`config.mk`:
```
export PLATFORM = sky130hd
export DESIGN_NAME = mc_port_mux_flat
export DESIGN_NICKNAME = d
export VERILOG_FILES = /design/src/rtl/mc_port_pkg.sv /design/src/rtl/mc_port_mux_if.sv /design/src/rtl/mc_port_mux_rr_arb.sv /design/src/rtl/mc_port_mux.sv /design/src/flat_wrapper.sv
export SDC_FILE = /design/constraint.sdc
export NUM_CORES = 1
export LEC_CHECK = 0
export ABC_AREA = 1
export CAP_MARGIN = 20
export CORE_AREA = 2 2 415 417
export DETAILED_ROUTE_END_ITERATION = 12
export DIE_AREA = 0 0 417 419
export MAX_ROUTING_LAYER = met4
export PLACE_DENSITY = 0.42
export SLEW_MARGIN = 20
export SYNTH_ARGS = -nofsm -noshare
export SYNTH_HDL_FRONTEND = slang
export SYNTH_SLANG_ARGS = --single-unit
export TNS_END_PERCENT = 30
```
`constraint.sdc`:
```
create_clock -name clk -period 3.5 [get_ports clk]
set_input_delay 0.875 -clock clk [delete_from_list [all_inputs] [get_ports clk]]
set_output_delay 0.875 -clock clk [all_outputs]
set_load 0.05 [all_outputs]
```
`src/rtl/mc_port_pkg.sv`:
```
// mc_port_pkg: MC field widths and flush FSM encoding
// shared by the mc_port_mux slice.
package mc_port_pkg;

  localparam int CMD_W  = 3;
  localparam int SCMD_W = 4;
  localparam int SIZE_W = 2;
  localparam int VADR_W = 48;
  localparam int DATA_W = 64;

  typedef enum logic [1:0] {
    FL_IDLE  = 2'd0,
    FL_ISSUE = 2'd1,
    FL_WAIT  = 2'd2
  } fl_state_t;

endpackage

```
`src/rtl/mc_port_mux_if.sv`:
```
// mc_port_mux_if: flattened core buses plus the MC port pins.
// master is the mux view, slave is the cores/MC side.
interface mc_port_mux_if
  import mc_port_pkg::*;
#(
  parameter int NUM_CORES    = 4,
  parameter int RTNCTL_WIDTH = 32,
  parameter int CORE_BITS    = $clog2(NUM_CORES)
);

  localparam int TW = RTNCTL_WIDTH - CORE_BITS;

  logic [NUM_CORES-1:0]        core_rq_vld;
  logic [NUM_CORES-1:0]        core_rq_rdy;
  logic [NUM_CORES*CMD_W-1:0]  core_rq_cmd;
  logic [NUM_CORES*SCMD_W-1:0] core_rq_scmd;
  logic [NUM_CORES*SIZE_W-1:0] core_rq_size;
  logic [NUM_CORES*VADR_W-1:0] core_rq_vadr;
  logic [NUM_CORES*DATA_W-1:0] core_rq_data;
  logic [NUM_CORES*TW-1:0]     core_rq_rtnctl;
  logic [NUM_CORES-1:0]        core_rq_flush;
  logic [NUM_CORES-1:0]        core_flush_cmplt;
  logic [NUM_CORES-1:0]        core_rs_vld;
  logic [CMD_W-1:0]            core_rs_cmd;
  logic [SCMD_W-1:0]           core_rs_scmd;
  logic [DATA_W-1:0]           core_rs_data;
  logic [TW-1:0]               core_rs_rtnctl;
  logic [NUM_CORES-1:0]        core_rs_stall;

  logic                        mc_rq_vld;
  logic [CMD_W-1:0]            mc_rq_cmd;
  logic [SCMD_W-1:0]           mc_rq_scmd;
  logic [SIZE_W-1:0]           mc_rq_size;
  logic [VADR_W-1:0]           mc_rq_vadr;
  logic [DATA_W-1:0]           mc_rq_data;
  logic [RTNCTL_WIDTH-1:0]     mc_rq_rtnctl;
  logic                        mc_rq_stall;
  logic                        mc_rq_flush;
  logic                        mc_rs_flush_cmplt;
  logic                        mc_rs_vld;
  logic [CMD_W-1:0]            mc_rs_cmd;
  logic [SCMD_W-1:0]           mc_rs_scmd;
  logic [DATA_W-1:0]           mc_rs_data;
  logic [RTNCTL_WIDTH-1:0]     mc_rs_rtnctl;
  logic                        mc_rs_stall;

  modport master (
    input  core_rq_vld, core_rq_cmd, core_rq_scmd,
    input  core_rq_size, core_rq_vadr, core_rq_data,
    input  core_rq_rtnctl, core_rq_flush, core_rs_stall,
    input  mc_rq_stall, mc_rs_flush_cmplt, mc_rs_vld,
    input  mc_rs_cmd, mc_rs_scmd, mc_rs_data, mc_rs_rtnctl,
    output core_rq_rdy, core_flush_cmplt, core_rs_vld,
    output core_rs_cmd, core_rs_scmd, core_rs_data,
    output core_rs_rtnctl, mc_rq_vld, mc_rq_cmd,
    output mc_rq_scmd, mc_rq_size, mc_rq_vadr,
    output mc_rq_data, mc_rq_rtnctl, mc_rq_flush,
    output mc_rs_stall
  );

  modport slave (
    output core_rq_vld, core_rq_cmd, core_rq_scmd,
    output core_rq_size, core_rq_vadr, core_rq_data,
    output core_rq_rtnctl, core_rq_flush, core_rs_stall,
    output mc_rq_stall, mc_rs_flush_cmplt, mc_rs_vld,
    output mc_rs_cmd, mc_rs_scmd, mc_rs_data, mc_rs_rtnctl,
    input  core_rq_rdy, core_flush_cmplt, core_rs_vld,
    input  core_rs_cmd, core_rs_scmd, core_rs_data,
    input  core_rs_rtnctl, mc_rq_vld, mc_rq_cmd,
    input  mc_rq_scmd, mc_rq_size, mc_rq_vadr,
    input  mc_rq_data, mc_rq_rtnctl, mc_rq_flush,
    input  mc_rs_stall
  );

endinterface

```
`src/rtl/mc_port_mux_rr_arb.sv`:
```
// rr_arb: round-robin one-hot grant over N requesters,
// pointer moves past the winner on every grant.
module rr_arb #(
  parameter int N = 4
) (
  input  logic         clk,
  input  logic         rst,
  input  logic [N-1:0] req,
  input  logic         en,
  output logic [N-1:0] gnt
);

  localparam int PW = $clog2(N);

  logic [PW-1:0] ptr;
  logic [PW-1:0] idx;
  logic [PW-1:0] gidx;
  logic          found;

  // N is a power of two, so pointer arithmetic wraps for free
  always_comb begin
    gnt   = '0;
    found = 1'b0;
    gidx  = '0;
    idx   = '0;
    for (int k = 0; k < N; k++) begin
      idx = ptr + PW'(k);
      if (en && !found && req[idx]) begin
        found    = 1'b1;
        gnt[idx] = 1'b1;
        gidx     = idx;
      end
    end
  end

  always_ff @(posedge clk) begin
    if (rst) begin
      ptr <= '0;
    end else if (found) begin
      ptr <= gidx + PW'(1);
    end
  end

endmodule

```
`src/rtl/mc_port_mux.sv`:
```
// mc_port_mux: N phold cores onto one Convey MC port with tag
// steering and merged flushes; MC_PORT_MUX_STATS_EN adds counters.
module mc_port_mux
  import mc_port_pkg::*;
#(
  parameter int NUM_CORES    = 4,
  parameter int RTNCTL_WIDTH = 32,
  parameter int CORE_BITS    = $clog2(NUM_CORES)
) (
  input  logic         clk,
  input  logic         i_reset,
  mc_port_mux_if.master bus,
  output logic [31:0]  stat_rq_cnt,
  output logic [31:0]  stat_stall_cnt
);

  localparam int TW = RTNCTL_WIDTH - CORE_BITS;

  fl_state_t            fl_state;
  logic [NUM_CORES-1:0] pend_mask;
  logic [NUM_CORES-1:0] wait_mask;
  logic [NUM_CORES-1:0] gnt;
  logic [CORE_BITS-1:0] g;
  logic                 arb_en;
  logic [CORE_BITS-1:0] rs_id;
  logic [NUM_CORES-1:0] fl_any;

  assign arb_en = !bus.mc_rq_stall && (fl_state != FL_ISSUE);

  rr_arb #(
    .N(NUM_CORES)
  ) u_arb (
    .clk(clk),
    .rst(i_reset),
    .req(bus.core_rq_vld),
    .en (arb_en),
    .gnt(gnt)
  );

  assign bus.core_rq_rdy = gnt;

  always_comb begin
    g = '0;
    for (int i = 0; i < NUM_CORES; i++) begin
      if (gnt[i]) g = CORE_BITS'(i);
    end
  end

  always_ff @(posedge clk) begin
    if (i_reset) begin
      bus.mc_rq_vld    <= 1'b0;
      bus.mc_rq_cmd    <= '0;
      bus.mc_rq_scmd   <= '0;
      bus.mc_rq_size   <= '0;
      bus.mc_rq_vadr   <= '0;
      bus.mc_rq_data   <= '0;
      bus.mc_rq_rtnctl <= '0;
    end else begin
      bus.mc_rq_vld <= |gnt;
      if (|gnt) begin
        bus.mc_rq_cmd  <=
          bus.core_rq_cmd[int'(g)*CMD_W +: CMD_W];
        bus.mc_rq_scmd <=
          bus.core_rq_scmd[int'(g)*SCMD_W +: SCMD_W];
        bus.mc_rq_size <=
          bus.core_rq_size[int'(g)*SIZE_W +: SIZE_W];
        bus.mc_rq_vadr <=
          bus.core_rq_vadr[int'(g)*VADR_W +: VADR_W];
        bus.mc_rq_data <=
          bus.core_rq_data[int'(g)*DATA_W +: DATA_W];
        bus.mc_rq_rtnctl <=
          {g, bus.core_rq_rtnctl[int'(g)*TW +: TW]};
      end
    end
  end

  assign rs_id = bus.mc_rs_rtnctl[RTNCTL_WIDTH-1 -: CORE_BITS];

  always_ff @(posedge clk) begin
    if (i_reset) begin
      bus.core_rs_vld    <= '0;
      bus.core_rs_cmd    <= '0;
      bus.core_rs_scmd   <= '0;
      bus.core_rs_data   <= '0;
      bus.core_rs_rtnctl <= '0;
      bus.mc_rs_stall    <= 1'b0;
    end else begin
      bus.core_rs_vld <= '0;
      if (bus.mc_rs_vld) begin
        bus.core_rs_vld    <= NUM_CORES'(1) << rs_id;
        bus.core_rs_cmd    <= bus.mc_rs_cmd;
        bus.core_rs_scmd   <= bus.mc_rs_scmd;
        bus.core_rs_data   <= bus.mc_rs_data;
        bus.core_rs_rtnctl <= bus.mc_rs_rtnctl[TW-1:0];
      end
      bus.mc_rs_stall <= |bus.core_rs_stall;
    end
  end

  // pulses seen while entering or sitting in ISSUE join this flush
  assign fl_any = pend_mask | bus.core_rq_flush;

  always_ff @(posedge clk) begin
    if (i_reset) begin
      fl_state             <= FL_IDLE;
      pend_mask            <= '0;
      wait_mask            <= '0;
      bus.mc_rq_flush      <= 1'b0;
      bus.core_flush_cmplt <= '0;
    end else begin
      bus.mc_rq_flush      <= 1'b0;
      bus.core_flush_cmplt <= '0;
      unique case (fl_state)
        FL_IDLE: begin
          pend_mask <= fl_any;
          if (fl_any != '0) fl_state <= FL_ISSUE;
        end
        FL_ISSUE: begin
          bus.mc_rq_flush <= 1'b1;
          wait_mask       <= fl_any;
          pend_mask       <= '0;
          fl_state        <= FL_WAIT;
        end
        FL_WAIT: begin
          pend_mask <= fl_any;
          if (bus.mc_rs_flush_cmplt) begin
            bus.core_flush_cmplt <= wait_mask;
            wait_mask            <= '0;
            fl_state             <= FL_IDLE;
          end
        end
        default: fl_state <= FL_IDLE;
      endcase
    end
  end

`ifdef MC_PORT_MUX_STATS_EN
  always_ff @(posedge clk) begin
    if (i_reset) begin
      stat_rq_cnt    <= '0;
      stat_stall_cnt <= '0;
    end else begin
      if (bus.mc_rq_vld && stat_rq_cnt != '1) begin
        stat_rq_cnt <= stat_rq_cnt + 32'd1;
      end
      if (bus.mc_rq_stall && (|bus.core_rq_vld) &&
          stat_stall_cnt != '1) begin
        stat_stall_cnt <= stat_stall_cnt + 32'd1;
      end
    end
  end
`else
  assign stat_rq_cnt    = '0;
  assign stat_stall_cnt = '0;
`endif

endmodule

```
`src/flat_wrapper.sv`:
```
// flat-port wrapper written by rule: the top's interface ports become plain ports
module mc_port_mux_flat import mc_port_pkg::*;
#(
  parameter int NUM_CORES    = 4,
  parameter int RTNCTL_WIDTH = 32,
  parameter int CORE_BITS    = $clog2(NUM_CORES)
)
  (clk, i_reset, stat_rq_cnt, stat_stall_cnt, bus_core_rq_vld, bus_core_rq_cmd, bus_core_rq_scmd, bus_core_rq_size, bus_core_rq_vadr, bus_core_rq_data, bus_core_rq_rtnctl, bus_core_rq_flush, bus_core_rs_stall, bus_mc_rq_stall, bus_mc_rs_flush_cmplt, bus_mc_rs_vld, bus_mc_rs_cmd, bus_mc_rs_scmd, bus_mc_rs_data, bus_mc_rs_rtnctl, bus_core_rq_rdy, bus_core_flush_cmplt, bus_core_rs_vld, bus_core_rs_cmd, bus_core_rs_scmd, bus_core_rs_data, bus_core_rs_rtnctl, bus_mc_rq_vld, bus_mc_rq_cmd, bus_mc_rq_scmd, bus_mc_rq_size, bus_mc_rq_vadr, bus_mc_rq_data, bus_mc_rq_rtnctl, bus_mc_rq_flush, bus_mc_rs_stall);
  mc_port_mux_if #(.NUM_CORES(NUM_CORES), .RTNCTL_WIDTH(RTNCTL_WIDTH), .CORE_BITS(CORE_BITS)) bus_i ();
  input  logic clk;
  input  logic i_reset;
  output logic [31:0] stat_rq_cnt;
  output logic [31:0] stat_stall_cnt;
  input wire logic [$bits(bus_i.core_rq_vld)-1:0] bus_core_rq_vld;
  input wire logic [$bits(bus_i.core_rq_cmd)-1:0] bus_core_rq_cmd;
  input wire logic [$bits(bus_i.core_rq_scmd)-1:0] bus_core_rq_scmd;
  input wire logic [$bits(bus_i.core_rq_size)-1:0] bus_core_rq_size;
  input wire logic [$bits(bus_i.core_rq_vadr)-1:0] bus_core_rq_vadr;
  input wire logic [$bits(bus_i.core_rq_data)-1:0] bus_core_rq_data;
  input wire logic [$bits(bus_i.core_rq_rtnctl)-1:0] bus_core_rq_rtnctl;
  input wire logic [$bits(bus_i.core_rq_flush)-1:0] bus_core_rq_flush;
  input wire logic [$bits(bus_i.core_rs_stall)-1:0] bus_core_rs_stall;
  input wire logic [$bits(bus_i.mc_rq_stall)-1:0] bus_mc_rq_stall;
  input wire logic [$bits(bus_i.mc_rs_flush_cmplt)-1:0] bus_mc_rs_flush_cmplt;
  input wire logic [$bits(bus_i.mc_rs_vld)-1:0] bus_mc_rs_vld;
  input wire logic [$bits(bus_i.mc_rs_cmd)-1:0] bus_mc_rs_cmd;
  input wire logic [$bits(bus_i.mc_rs_scmd)-1:0] bus_mc_rs_scmd;
  input wire logic [$bits(bus_i.mc_rs_data)-1:0] bus_mc_rs_data;
  input wire logic [$bits(bus_i.mc_rs_rtnctl)-1:0] bus_mc_rs_rtnctl;
  output wire logic [$bits(bus_i.core_rq_rdy)-1:0] bus_core_rq_rdy;
  output wire logic [$bits(bus_i.core_flush_cmplt)-1:0] bus_core_flush_cmplt;
  output wire logic [$bits(bus_i.core_rs_vld)-1:0] bus_core_rs_vld;
  output wire logic [$bits(bus_i.core_rs_cmd)-1:0] bus_core_rs_cmd;
  output wire logic [$bits(bus_i.core_rs_scmd)-1:0] bus_core_rs_scmd;
  output wire logic [$bits(bus_i.core_rs_data)-1:0] bus_core_rs_data;
  output wire logic [$bits(bus_i.core_rs_rtnctl)-1:0] bus_core_rs_rtnctl;
  output wire logic [$bits(bus_i.mc_rq_vld)-1:0] bus_mc_rq_vld;
  output wire logic [$bits(bus_i.mc_rq_cmd)-1:0] bus_mc_rq_cmd;
  output wire logic [$bits(bus_i.mc_rq_scmd)-1:0] bus_mc_rq_scmd;
  output wire logic [$bits(bus_i.mc_rq_size)-1:0] bus_mc_rq_size;
  output wire logic [$bits(bus_i.mc_rq_vadr)-1:0] bus_mc_rq_vadr;
  output wire logic [$bits(bus_i.mc_rq_data)-1:0] bus_mc_rq_data;
  output wire logic [$bits(bus_i.mc_rq_rtnctl)-1:0] bus_mc_rq_rtnctl;
  output wire logic [$bits(bus_i.mc_rq_flush)-1:0] bus_mc_rq_flush;
  output wire logic [$bits(bus_i.mc_rs_stall)-1:0] bus_mc_rs_stall;
  assign bus_i.core_rq_vld = bus_core_rq_vld;
  assign bus_i.core_rq_cmd = bus_core_rq_cmd;
  assign bus_i.core_rq_scmd = bus_core_rq_scmd;
  assign bus_i.core_rq_size = bus_core_rq_size;
  assign bus_i.core_rq_vadr = bus_core_rq_vadr;
  assign bus_i.core_rq_data = bus_core_rq_data;
  assign bus_i.core_rq_rtnctl = bus_core_rq_rtnctl;
  assign bus_i.core_rq_flush = bus_core_rq_flush;
  assign bus_i.core_rs_stall = bus_core_rs_stall;
  assign bus_i.mc_rq_stall = bus_mc_rq_stall;
  assign bus_i.mc_rs_flush_cmplt = bus_mc_rs_flush_cmplt;
  assign bus_i.mc_rs_vld = bus_mc_rs_vld;
  assign bus_i.mc_rs_cmd = bus_mc_rs_cmd;
  assign bus_i.mc_rs_scmd = bus_mc_rs_scmd;
  assign bus_i.mc_rs_data = bus_mc_rs_data;
  assign bus_i.mc_rs_rtnctl = bus_mc_rs_rtnctl;
  assign bus_core_rq_rdy = bus_i.core_rq_rdy;
  assign bus_core_flush_cmplt = bus_i.core_flush_cmplt;
  assign bus_core_rs_vld = bus_i.core_rs_vld;
  assign bus_core_rs_cmd = bus_i.core_rs_cmd;
  assign bus_core_rs_scmd = bus_i.core_rs_scmd;
  assign bus_core_rs_data = bus_i.core_rs_data;
  assign bus_core_rs_rtnctl = bus_i.core_rs_rtnctl;
  assign bus_mc_rq_vld = bus_i.mc_rq_vld;
  assign bus_mc_rq_cmd = bus_i.mc_rq_cmd;
  assign bus_mc_rq_scmd = bus_i.mc_rq_scmd;
  assign bus_mc_rq_size = bus_i.mc_rq_size;
  assign bus_mc_rq_vadr = bus_i.mc_rq_vadr;
  assign bus_mc_rq_data = bus_i.mc_rq_data;
  assign bus_mc_rq_rtnctl = bus_i.mc_rq_rtnctl;
  assign bus_mc_rq_flush = bus_i.mc_rq_flush;
  assign bus_mc_rs_stall = bus_i.mc_rs_stall;
  mc_port_mux #(.NUM_CORES(NUM_CORES), .RTNCTL_WIDTH(RTNCTL_WIDTH), .CORE_BITS(CORE_BITS)) u_core (.clk(clk), .i_reset(i_reset), .bus(bus_i), .stat_rq_cnt(stat_rq_cnt), .stat_stall_cnt(stat_stall_cnt));
endmodule
```
Word-level counts from Yosys, hierarchy flattened
Cells that the tools add are included.
{"block": "classes", "n_addsub": 4, "multipliers": 3, "n_lt_le_gt_ge": 8, "n_eq_ne": 5, "shift": 7, "mux": 38, "bitwise": 7, "n_reduce_logical": 27}
{"cell": "indexed part select 256 x 9 -> 64 bit", "n": 1}
{"cell": "indexed part select 192 x 32 -> 48 bit", "n": 1}
{"cell": "indexed part select 120 x 32 -> 30 bit", "n": 1}
{"cell": "indexed part select 12 x 32 -> 3 bit", "n": 1}
{"cell": "two-way mux 4 bit", "n": 5}
{"cell": "two-way mux 2 bit", "n": 8}
{"cell": "OR 4 bit", "n": 4}
{"cell": "case mux 4 bit (2 select lines)", "n": 2}
{"cell": "indexed part select 16 x 5 -> 4 bit", "n": 1}
{"cell": "two-way mux 1 bit", "n": 14}
{"cell": "logical AND 1 bit", "n": 12}
{"cell": "less-than comparator 2 x 3 -> 1 bit, second input constant", "n": 4}
{"cell": "binary-select mux 1 bit (select 2 bit)", "n": 4}
{"cell": "demux 1 bit (select 2 bit)", "n": 4}
{"cell": ">= comparator 2 x 1 -> 1 bit, second input constant", "n": 4}
{"cell": "multiplier 2 x 2 -> 4 bit, second input constant", "n": 2}
{"cell": "OR reduction 4 bit", "n": 2}
{"cell": "indexed part select 8 x 4 -> 2 bit", "n": 1}
{"cell": "multiplier 2 x 4 -> 6 bit, second input constant", "n": 1}
{"cell": "case mux 2 bit (3 select lines)", "n": 1}
{"cell": "adder 2 x 1 -> 2 bit, second input constant", "n": 2}
{"cell": "adder 2 bit, second input constant", "n": 2}
{"cell": "logical NOT 1 bit", "n": 4}
{"cell": "!= test 2 x 1 -> 1 bit, second input constant", "n": 2}
{"cell": "11 further kinds", "n": 16}
{"block": "totals", "reg_bits": 277, "inputBits": 724, "out_inout_bits": 333, "word_cells": 118}

Depth between registers and ports, before layout
Gate-level depths: netlist of the first run.
{"block": "depth", "word_depth": 21, "ltp_mapped": 19, "ltp_nobuf": 16}

Modules after synthesis
A second synthesis of the first run with hierarchy kept.
{"block": "unflattened", "cells_unflattened": 3113, "hier_area_um2": 17525.6}
{"module": "mc_port_mux", "instances": 1, "cells_each": 3022, "area_each_um2": 16975.0, "seq_area_each_um2": 5505.3}
{"module": "rr_arb", "instances": 1, "cells_each": 91, "area_each_um2": 550.5, "seq_area_each_um2": 40.0}

Least setup slack after synthesis of the first run
No wires, ideal clock.
{"block": "synth_path", "path_type": "register -> output", "startpoint": "register u_core.u_arb.ptr[1]", "endpoint": "output bus_core_rq_rdy[2]", "arrival_time_ns": 2.136, "required_ns": 2.625, "setup_slack_ns": 0.489, "stages_incl_launch_ff": 10, "path_buffers": 0, "cell_sequence": "dfxtp_1 -> inv_1 -> ha_1 -> inv_1 -> nand3_1 -> nand2_2 -> nand4_2 -> nor2_4 -> nand2_1 -> nand2_1"}
{"block": "synth_between", "elab_chain_cells": 16, "word_cells_on_any_way": 51, "classes_between": "add/sub (3); order compare (8); mux (23); bitwise (3); reduce/logical (14)"}
{"element": "start: declaration", "line_no": "mc_port_mux_rr_arb.sv:15", "source": "logic [PW-1:0] ptr;"}
{"element": "start signal: assignment", "line_no": "mc_port_mux_rr_arb.sv:40", "source": "ptr <= gidx + PW'(1);"}
{"element": "parallel branches: the longest is 15 deep, another holds less-than comparator 2 x 3 -> 1 bit"}
{"element": "two-way mux 4 bit (*)", "line_no": "mc_port_mux_rr_arb.sv:28", "source": "if (en && !found && req[idx]) begin"}
{"element": "end: declaration", "line_no": "flat_wrapper.sv:30", "source": "output wire logic [$bits(bus_i.core_rq_rdy)-1:0] bus_core_rq_rdy;"}
Every way passes the cells marked *. The select of a mux whose other input is x is not followed.

Worst setup path in the final report of the first run
{"block": "layout_path", "startpoint": "input bus_core_rq_vld[2]", "endpoint": "output bus_core_rq_rdy[2]"}
{"block": "layout_between", "elab_chain_cells": 16, "word_cells_on_any_way": 28, "classes_between": "mux (15); bitwise (3); reduce/logical (10)"}
{"element": "start: declaration", "line_no": "flat_wrapper.sv:14", "source": "input wire logic [$bits(bus_i.core_rq_vld)-1:0] bus_core_rq_vld;"}
{"element": "binary-select mux 1 bit (select 2 bit)", "line_no": "mc_port_mux_rr_arb.sv:28"}
{"element": "two-way mux 1 bit (not written as such)", "line_no": "mc_port_mux_rr_arb.sv:28"}
{"element": "logical AND 1 bit", "line_no": "mc_port_mux_rr_arb.sv:28"}
{"element": "two-way mux 1 bit", "line_no": "mc_port_mux_rr_arb.sv:28"}
{"element": "logical NOT 1 bit", "line_no": "mc_port_mux_rr_arb.sv:28"}
{"element": "logical AND 1 bit (2 in series)", "line_no": "mc_port_mux_rr_arb.sv:28"}
{"element": "two-way mux 1 bit", "line_no": "mc_port_mux_rr_arb.sv:28"}
{"element": "logical NOT 1 bit", "line_no": "mc_port_mux_rr_arb.sv:28"}
{"element": "logical AND 1 bit (2 in series)", "line_no": "mc_port_mux_rr_arb.sv:28"}
{"element": "two-way mux 1 bit", "line_no": "mc_port_mux_rr_arb.sv:28"}
{"element": "logical NOT 1 bit", "line_no": "mc_port_mux_rr_arb.sv:28"}
{"element": "logical AND 1 bit (2 in series)", "line_no": "mc_port_mux_rr_arb.sv:28"}
{"element": "two-way mux 4 bit (*)", "line_no": "mc_port_mux_rr_arb.sv:28"}
Mark *: on every way between the ends. The rest lies on a longest branch, timed or not. The select of a mux whose other input is x is not followed.

==> results of run 1 <==
[synthesized netlist by cell type]
| cell type | number |
|---|---|
| a21oi_1 | 316 |
| nor2_4 | 3 |
| buf_6 | 4 |
| a32o_1 | 1 |
| o21ai_0 | 252 |
| nand2_1 | 651 |
| dfxtp_1 | 277 |
| nand4_1 | 3 |
| nor2_2 | 1 |
| nand3_2 | 1 |
| a211oi_1 | 1 |
| nor2_8 | 1 |
| buf_1 | 4 |
| conb_1 | 1 |
| nor3_1 | 5 |
| nand2_4 | 3 |
| clkbuf_1 | 115 |
| nor3_2 | 1 |
| o21ai_1 | 3 |
| buf_4 | 94 |
| nand2_2 | 4 |
| nand3b_1 | 1 |
| inv_2 | 2 |
| buf_2 | 79 |
| nand3_1 | 164 |
| ha_1 | 8 |
| nor4_1 | 4 |
| inv_1 | 328 |
| nor2_1 | 831 |
| nand4_2 | 1 |
| or2_2 | 3 |
[area by class of cell]
class,count,area (sq um)
Multi-Input combinational cell,2322,9940
Clock inverter,23,216
Tap cell,2233,2790
Sequential cell,277,5550
Inverter,330,1250
Timing Repair Buffer,1211,12200
Clock buffer,58,1260
Antenna cell,27,67.6
Fill cell,19400,137000
[path summary, 6_finish.rpt]
path	startpoint	end	slack (ns)	cells past startpoint
worst max-delay path	bus_core_rq_vld[2]	bus_core_rq_rdy[2]	0.09	10
worst min-delay path	u_core.fl_state[1]	u_core.fl_state[0]	0.42	1
worst max register to register	u_core.u_arb.ptr[0]	u_core.bus.mc_rq_scmd[2]	0.63	18
worst min register to register	u_core.fl_state[1]	u_core.fl_state[0]	0.42	1
[per-stage QoR]
stage	util [%]	instance area, sq um	hold slack, ns
finish	19.5	33300	0.424
global route	19.5	33300	0.444
CTS	19.4	33200	0.427
detailed placement	18.6	31700	0.421
global placement	18.6	31700	0.418
floorplan	-	18200	0.401
[cell usage in the layout (no fill, tap or decap), types with 5 or more instances in the layout]
cell             synthesis  final
nor2_1                 831    831
dfxtp_1                277    277
clkdlybuf4s50_1          0    985
conb_1                   1     64
nor3_1                   5      5
nand3_1                164    161
nand2_1                651    645
clkbuf_16                0     45
buf_12                   0     51
diode_2                  0     27
ha_1                     8      7
buf_4                   94    174
o21ai_0                252    251
clkinv_2                 0     11
nand2_2                  4      7
clkbuf_8                 0      9
a21oi_1                316    316
inv_1                  328    326
[logic make-up (layout without fill, tap and decap cells)]
kind of cell    after synthesis  after routing  share of synthesized area, %
compound gates              573            573                          16.0
flops                       277            277                          30.8
fa+ha+maj                     8              8                         0.557
simple gates               1677           1677                          36.9
other cells                   1             91                        0.0208
buf+inv                     626           1622                          15.7
[critical path: stages]
cell and delay [ns]:
clkdlybuf4s50_1 0.51, nand2_1 0.08, nand3_1 0.13, nand2_2 0.09, nand3_2 0.16, nor3_1 0.06, nor2_1 0.20, nand2_4 0.12
buf_4 0.17, buf_12 0.14
[layer usage]
metal / up-vias / track usage [%] / part of all wire, % / routed length (um)
met2: 873 / 23.9 / 49 / 64700
met1: 10986 / 17.5 / 41 / 54400
met5: - / - / 0 / 0
li1: 11762 / - / - / -
met3: 173 / 3.87 / 7.4 / 9910
met4: 0 / 6.32 / 3.2 / 4280
[registers in the layout (all words and copies together) (netlist names), 2 cells and up]
| signal | flops |
|---|---|
| u_core.bus.mc_rq_rtnctl | 32 |
| u_core.bus.core_rs_rtnctl | 30 |
| u_core.bus.mc_rq_vadr | 48 |
| u_core.bus.mc_rq_size | 2 |
| u_core.bus.mc_rq_cmd | 3 |
| u_core.pend_mask | 4 |
| u_core.bus.mc_rq_scmd | 4 |
| u_core.bus.core_rs_data | 64 |
| u_core.u_arb.ptr | 2 |
| u_core.wait_mask | 4 |
| u_core.bus.core_rs_vld | 4 |
| u_core.bus.core_flush_cmplt | 4 |
| u_core.bus.core_rs_scmd | 4 |
| u_core.bus.mc_rq_data | 64 |
| u_core.bus.core_rs_cmd | 3 |
| u_core.fl_state | 2 |
[power breakdown]
part / total [W] / leakage (nW) / internal [W] / switching, W
combinational: 0.0178 / 11.9 / 0.00669 / 0.0112
clock: 0.00459 / 0.725 / 0.00264 / 0.00195
sequential: 0.00431 / 2.30 / 0.00391 / 0.000399
[what timing repair did]
action,4_1_cts,5_1_grt
gates resized for setup,7,8
setup endpoints to repair,4,4
pin swaps,2,2
setup buffers,1,1
==> results_dict.tcl, run 1 <==
set metrics [dict create \
    hold_viol 0 \
    core_area_sq_mm 0.171 \
    synth_cells 3162 \
    setup_ws_ns 0.0888 \
    fin_setup_tns_ns 0 \
    grt_pass1_vias 22885 \
    die_height_um 419 \
    worstPathArrival_ns 2.54 \
    start_util_pct 10.5 \
    cts_tree "yes" \
    crit_path_end_kind "output pin" \
    die_area_sq_mm 0.175 \
    syn_to_final_growth_pct 85.0 \
    p_leak_nw 14.9 \
    drc_errors 0 \
    fin_cells 6481 \
    antenna_found_initial 48 \
    grt-ovfl-total 0 \
    dp_hpwl_um 109000 \
    path_class "primary input to output pin" \
    yosys_warnings 0 \
    fin_nets 4919 \
    total_power_w 0.0267 \
    first_pass_iters 5 \
    rows 152 \
    placed_cells 6371 \
    h-tree-depth 2 \
    avgSynthCellArea_sq_um 5.69 \
    hold_path.class "flip-flop to flip-flop" \
    num_vias 23794 \
    drt_wl_total_um 133000 \
    grt_first_pass_wirelength_um 179000 \
    peakVddDrop_mv 0.337 \
    clock.fmax_ghz 0.293 \
    clock-sinks 277 \
    dpl_worst_slack_ns -0.119 \
    synth.cell_area_sq_mm 0.0180 \
    wire_per_inst_um 20.6 \
    ioPinCount 1057 \
    grt_max_degree 87 \
    die_x_um 417 \
    drv_cap 0 \
    cts-hold-fix-buffers 0 \
    synth_area_leader_cell "dfxtp_1" \
    grt_usage_pct 14.9 \
    crit_fanout 4 \
    synth_top_cell_area_share_pct 30.8 \
    clk_latency_ns 0.64 \
    place.gp.congestion 0.925 \
    drt_iter0_markers 1884 \
    cts-root-buf "clkbuf_16" \
    grt_setup_unrepaired "false" \
    worst_pin_slew_ns 0.936 \
    cts.clk_slew.worst_paths_ns 0.06 \
    drive_gt1_share_pct 7.94 \
    slew_viol_final 0 \
    ys_seq_area_share_pct 30.8 \
    period_share_pct 97.5 \
    clk_path_buf_depth 3 \
    slew_headroom_pct 37.4 \
    ys_types 31 \
    setup_viol 0 \
    synth_area_leaders "dfxtp_1 (31%), nor2_1 (17%), nand2_1 (14%)" \
    period_minus_slack_ns 3.41 \
    viasPerCell 3.67 \
    cellPowerDensity_mw_per_mm2 804 \
    portBuffers 992 \
    cp.required_ns 2.62 \
    start_kind "primary input" \
    drtAntennaViolNets 0 \
    status "completed" \
    fin_skew_ns 0.0269 \
    synth-seq-cells 277 \
    numCtsBuffers 45 \
]
Power figures use the tool's default switching activity.
==> run 2, diff against run 1 <==
Settings changed: GPL_ROUTABILITY_DRIVEN from default to 0.
==> run 2 against run 1 <==
Against the previous run: clock-buffer cell count grew 5; register-to-register slack got worse by 0.09 ns; setup slack worse by 0.023 ns; combinational power about the same; maximum frequency fell by 0.67%; via count fell by 0.46%; clock power up 5.9%; critical path depth unchanged; clock skew is 0.0012 ns lower; power increased by 0.90%; highest routed layer unchanged.
==> results_dict.tcl, run 2 (synthesis results as in run 1) <==
set metrics [dict create \
    core_area_sq_mm 0.171 \
    crit_buf_inv 4 \
    syn_to_final_growth_pct 85.2 \
    fin_skew_ns 0.0257 \
    hold_viol 0 \
    r2r_setup_slack_ns 0.54 \
    setup_ws_ns 0.0657 \
    clk_latency_ns 0.62 \
    drt_iter0_markers 1907 \
    grt_usage_pct 14.7 \
    path_delay_family "buffers and inverters" \
    clock.fmax_ghz 0.291 \
    peakVddDrop_mv 0.377 \
    clock-sinks 277 \
    crit_fanout 5 \
    clk_path_buf_depth 3 \
    cts-root-buf "clkbuf_16" \
    fin_nets 4917 \
    dpl_worst_slack_ns -0.239 \
    h-tree-depth 2 \
    final_common_cell "clkdlybuf4s50_1" \
    cts_tree "yes" \
    ioPinCount 1057 \
    die_area_sq_mm 0.175 \
    top_regs "u_core.bus.core_rs_data: 64 flops, u_core.bus.mc_rq_data: 64 flops, u_core.bus.mc_rq_vadr: 48 flops" \
    drc_errors 0 \
    wire_per_inst_um 20.3 \
    dp_hpwl_um 107000 \
    start_kind "primary input" \
    total_power_w 0.0270 \
    period_share_pct 98.1 \
    drv_cap 0 \
    grt_first_pass_wirelength_um 177000 \
    worstPathArrival_ns 2.56 \
    slew_headroom_pct 29.4 \
    whs_ns 0.422 \
    antenna_found_initial 39 \
    portBuffers 992 \
    drive_gt1_share_pct 7.85 \
    first_pass_iters 6 \
    die_x_um 417 \
    num_vias 23685 \
    status "completed" \
    worst_pin_slew_ns 1.06 \
    numCtsBuffers 44 \
    path_class "primary input to output pin" \
    viasPerCell 3.66 \
    drt_wl_total_um 132000 \
    grt_pass1_vias 23045 \
    crit_path_end_kind "output pin" \
    slowest_delay_ns 0.48 \
    cellPowerDensity_mw_per_mm2 810 \
    start_util_pct 10.5 \
    setup_viol 0 \
    cp.required_ns 2.62 \
    grt_max_degree 104 \
    die_height_um 419 \
    fin_setup_tns_ns 0 \
    most-common-layout-cells "clkdlybuf4s50_1 (985), nor2_1 (831), nand2_1 (647)" \
    p_leak_nw 14.9 \
    slew_viol_final 0 \
    grt_setup_unrepaired "true" \
    crit_slowest_cell "clkdlybuf4s50_1" \
    cts.clk_slew.worst_paths_ns 0.05 \
    drtAntennaViolNets 0 \
    grt-ovfl-total 0 \
    hold_path.class "flip-flop to flip-flop" \
    rows 152 \
    crit_chain "clkdlybuf4s50_1, nand2_1, buf_4, nand3_1, nand2_2, nor2_4, nand2_8, nand2_8, buf_4, buf_12" \
    period_minus_slack_ns 3.43 \
]
==> run 2: cell types whose count changed in the layout (fill, tap and decap cells not counted), sizes merged <==
| cell | previous run | this run |
|---|---|---|
| clkinv | 17 | 10 |
| clkbuf | 58 | 63 |
| clkinvlp | 4 | 3 |
| diode | 27 | 18 |
| buf | 226 | 225 |
| inv | 331 | 330 |
| bufinv | 1 | 4 |
==> run 2: worst register-to-register path, stage by stage (launching register included) <==
cell and delay (ns):
dfxtp_2 0.36, inv_6 0.06, ha_4 0.29, inv_2 0.06
nand3_4 0.10, nand2_2 0.09, nand3_2 0.14, nor2_4 0.06
nand2_1 0.06, nand2_1 0.05, nor2_1 0.36, nand2_8 0.10
buf_12 0.18, buf_4 0.32, a21oi_1 0.25, nor2_1 0.07
nor2_1 0.21, nor2_1 0.06
==> run 2: layout make-up <==
type                            instances  area [sq um]
Sequential cell                       277          5550
Inverter                              330          1260
Fill cell                           19394        137000
Tap cell                             2233          2790
Clock inverter                         17           244
Antenna cell                           18          45.0
Clock buffer                           63          1300
Multi-Input combinational cell       2322          9950
Timing Repair Buffer                 1210         12200
==> run 2: worst paths after layout <==
check,from,endpoint,cells past startpoint
worst max-delay path,bus_core_rq_vld[0],bus_core_rq_rdy[3],10
worst min-delay path,u_core.fl_state[1],u_core.fl_state[0],1
worst max register to register,u_core.u_arb.ptr[0],u_core.bus.mc_rq_rtnctl[5],17
worst min register to register,u_core.fl_state[1],u_core.fl_state[0],1
==> run 2: metrics by stage <==
stage               instances  instance area (sq um)  utilization, %
finish                   6470                  33300            19.5
detailed placement       6368                  31600            18.5
global route             6470                  33300            19.5
floorplan                3225                  18200               -
global placement         6368                  31600            18.5
CTS                      6450                  33200            19.5
==> run 2: per-layer routing <==
| layer | up-vias | share of wire [%] | GRT usage (%) |
|---|---|---|---|
| met1 | 10975 | 40 | 17.0 |
| met5 | - | 0 | - |
| li1 | 11738 | - | - |
| met3 | 152 | 8.3 | 4.30 |
| met4 | 0 | 2.5 | 4.21 |
| met2 | 820 | 49 | 24.5 |
==> run 2: report_power, final <==
group	internal, W	switching, W
clock network	0.00290	0.00196
registers	0.00391	0.000436
logic	0.00665	0.0111
==> run 2: what timing repair did <==
| item | in CTS | in global routing |
|---|---|---|
| gates cloned | 0 | 0 |
| setup endpoints to repair | 4 | 3 |
| hold buffers | 0 | 0 |
| setup buffers | 2 | 2 |
| resized for setup | 11 | 7 |
| pin swaps | 2 | 2 |
==> run 3, diff against run 2 <==
Settings changed: REMOVE_ABC_BUFFERS from default to 1, SETUP_SLACK_MARGIN from default to 0.3.
==> run 3 against run 2 <==
Against the previous run: via count fell by 1.5%; highest routed layer unchanged; maximum frequency increased by 8.5%; first-iteration DRC count decreased by 20%; register-to-register slack lost 0.07 ns; power down 1.5%; non-clock buffer count grew 7; core utilization about the same; flip-flop and latch count did not move; global-route usage is 2.1 points lower; routed wire length shrank 14%; critical path depth rose by 2.
==> results_dict.tcl, run 3 (synthesis results as in run 1) <==
set metrics [dict create \
    num_vias 23327 \
    ioPinCount 1057 \
    grt_pass1_vias 22635 \
    portBuffers 992 \
    hold_path.class "flip-flop to flip-flop" \
    slowest_delay_ns 0.38 \
    viasPerCell 3.60 \
    most-common-layout-cells "clkdlybuf4s50_1 (982), nor2_1 (830), nand2_1 (640)" \
    period_minus_slack_ns 3.16 \
    path_class "flip-flop to output pin" \
    grt_first_pass_wirelength_um 157000 \
    clk_path_buf_depth 3 \
    dpl_worst_slack_ns -0.209 \
    first_pass_iters 5 \
    drc_errors 0 \
    drtAntennaViolNets 0 \
    period_share_pct 90.4 \
    start_util_pct 10.5 \
    peakVddDrop_mv 0.343 \
    start_kind "flip-flop" \
    cp.required_ns 2.62 \
    grt-ovfl-total 0 \
    clock-sinks 277 \
    crit_chain "inv_6, ha_4, inv_4, nand3_4, nand2_4, nand4_4, nor2_4, buf_6, nand2_2, nand2_2, buf_6, buf_12" \
    die_area_sq_mm 0.175 \
    grt_max_degree 74 \
    die_height_um 419 \
    setup_ws_ns 0.336 \
    h-tree-depth 2 \
    cellPowerDensity_mw_per_mm2 799 \
    drt_wl_total_um 114000 \
    drt_iter0_markers 1533 \
    rows 152 \
    hold_viol 0 \
    wire_per_inst_um 17.6 \
    dp_hpwl_um 90000 \
    worstPathArrival_ns 2.29 \
    placed_cell_area_sq_mm 0.0315 \
    slew_headroom_pct 45.8 \
    p_leak_nw 14.9 \
    total_power_w 0.0266 \
    antenna_found_initial 20 \
    crit_path_end_kind "output pin" \
    grt_usage_pct 12.6 \
    clk_latency_ns 0.61 \
    worst_pin_slew_ns 0.811 \
    die_x_um 417 \
    grt_setup_unrepaired "true" \
    clock.fmax_ghz 0.316 \
    status "completed" \
    drive_gt1_share_pct 8.22 \
    final_common_cell "clkdlybuf4s50_1" \
    numCtsBuffers 42 \
    setup_viol 0 \
    crit_fanout 4 \
    core_area_sq_mm 0.171 \
    cts_tree "yes" \
    syn_to_final_growth_pct 85.1 \
    crit_slowest_cell "dfxtp_4" \
    top_regs "u_core.bus.core_rs_data: 64 flops, u_core.bus.mc_rq_data: 64 flops, u_core.bus.mc_rq_vadr: 48 flops" \
    fin_skew_ns 0.0263 \
    fin_nets 4922 \
    cts-root-buf "clkbuf_16" \
    final_area_sq_mm 0.0333 \
    slew_viol_final 0 \
    drv_cap 0 \
    cts.clk_slew.worst_paths_ns 0.07 \
]
[run 3: changes by cell type in the layout (fill, tap and decap cells not counted), moves of 3 or more]
cell             before  now
nand2_1             647  640
clkdlybuf4s50_1     985  982
dlygate4sd2_1         0    5
nand3_1             162  158
nand2_2               4   12
buf_12               50   46
buf_6                 0    9
clkbuf_8             13   10
clkbuf_1              6   10
[run 3: per-stage QoR]
step	hold slack [ns]	setup TNS, ns	utilization (%)	instances
CTS	0.421	0	19.5	6453
global placement	0.406	-3.98	18.5	6361
detailed placement	0.413	-5.33	18.5	6361
global route	0.437	0	19.5	6471
finish	0.420	0	19.5	6472
floorplan	0.397	-728.92	-	2929
[run 3: timing repair]
action | 4_1_cts | 5_1_grt
hold buffers | 0 | 0
setup buffers | 16 | 2
endpoints found under the setup margin | 8 | 4
resized for setup | 49 | 9
pin swaps | 15 | 8
gates cloned | 0 | 0
[run 3: where the power goes]
| part | total (W) | switching, W | internal, W |
|---|---|---|---|
| clock network | 0.00454 | 0.00185 | 0.00269 |
| registers | 0.00436 | 0.000448 | 0.00391 |
| logic | 0.0177 | 0.0110 | 0.00670 |
[run 3: critical path, delay by kind of cell (launching register included)]
family	cells	cell delay, ns
simple gates	6	0.57
buf+inv	5	0.46
flops	1	0.38
fa+ha+maj	1	0.26
[run 3: area by class of cell]
class                   count  area [sq um]
diodes                     17          42.5
clock buffers              63          1250
clock inverters            13           161
fillers                 19430        137000
inverters                 330          1260
multi-input cells        2322         10000
flip-flops and latches    277          5550
well taps                2233          2790
repair buffers           1217         12200
[run 3: final timing paths]
| check | startpoint | to | slack, ns | cells past startpoint |
|---|---|---|---|---|
| worst max-delay path | u_core.u_arb.ptr[0] | bus_core_rq_rdy[0] | 0.34 | 12 |
| worst min-delay path | u_core.fl_state[1] | u_core.fl_state[0] | 0.42 | 1 |
| worst max register to register | u_core.u_arb.ptr[0] | u_core.bus.mc_rq_vadr[24] | 0.47 | 19 |
| worst min register to register | u_core.fl_state[1] | u_core.fl_state[0] | 0.42 | 1 |
[run 3: metal layers]
metal | vias to the layer above | GRT usage (%) | part of all wire, %
met5 | - | - | 0
met2 | 716 | 21.6 | 50
li1 | 11742 | - | -
met1 | 10738 | 14.3 | 41
met3 | 131 | 3.11 | 6.3
met4 | 0 | 3.80 | 2.5
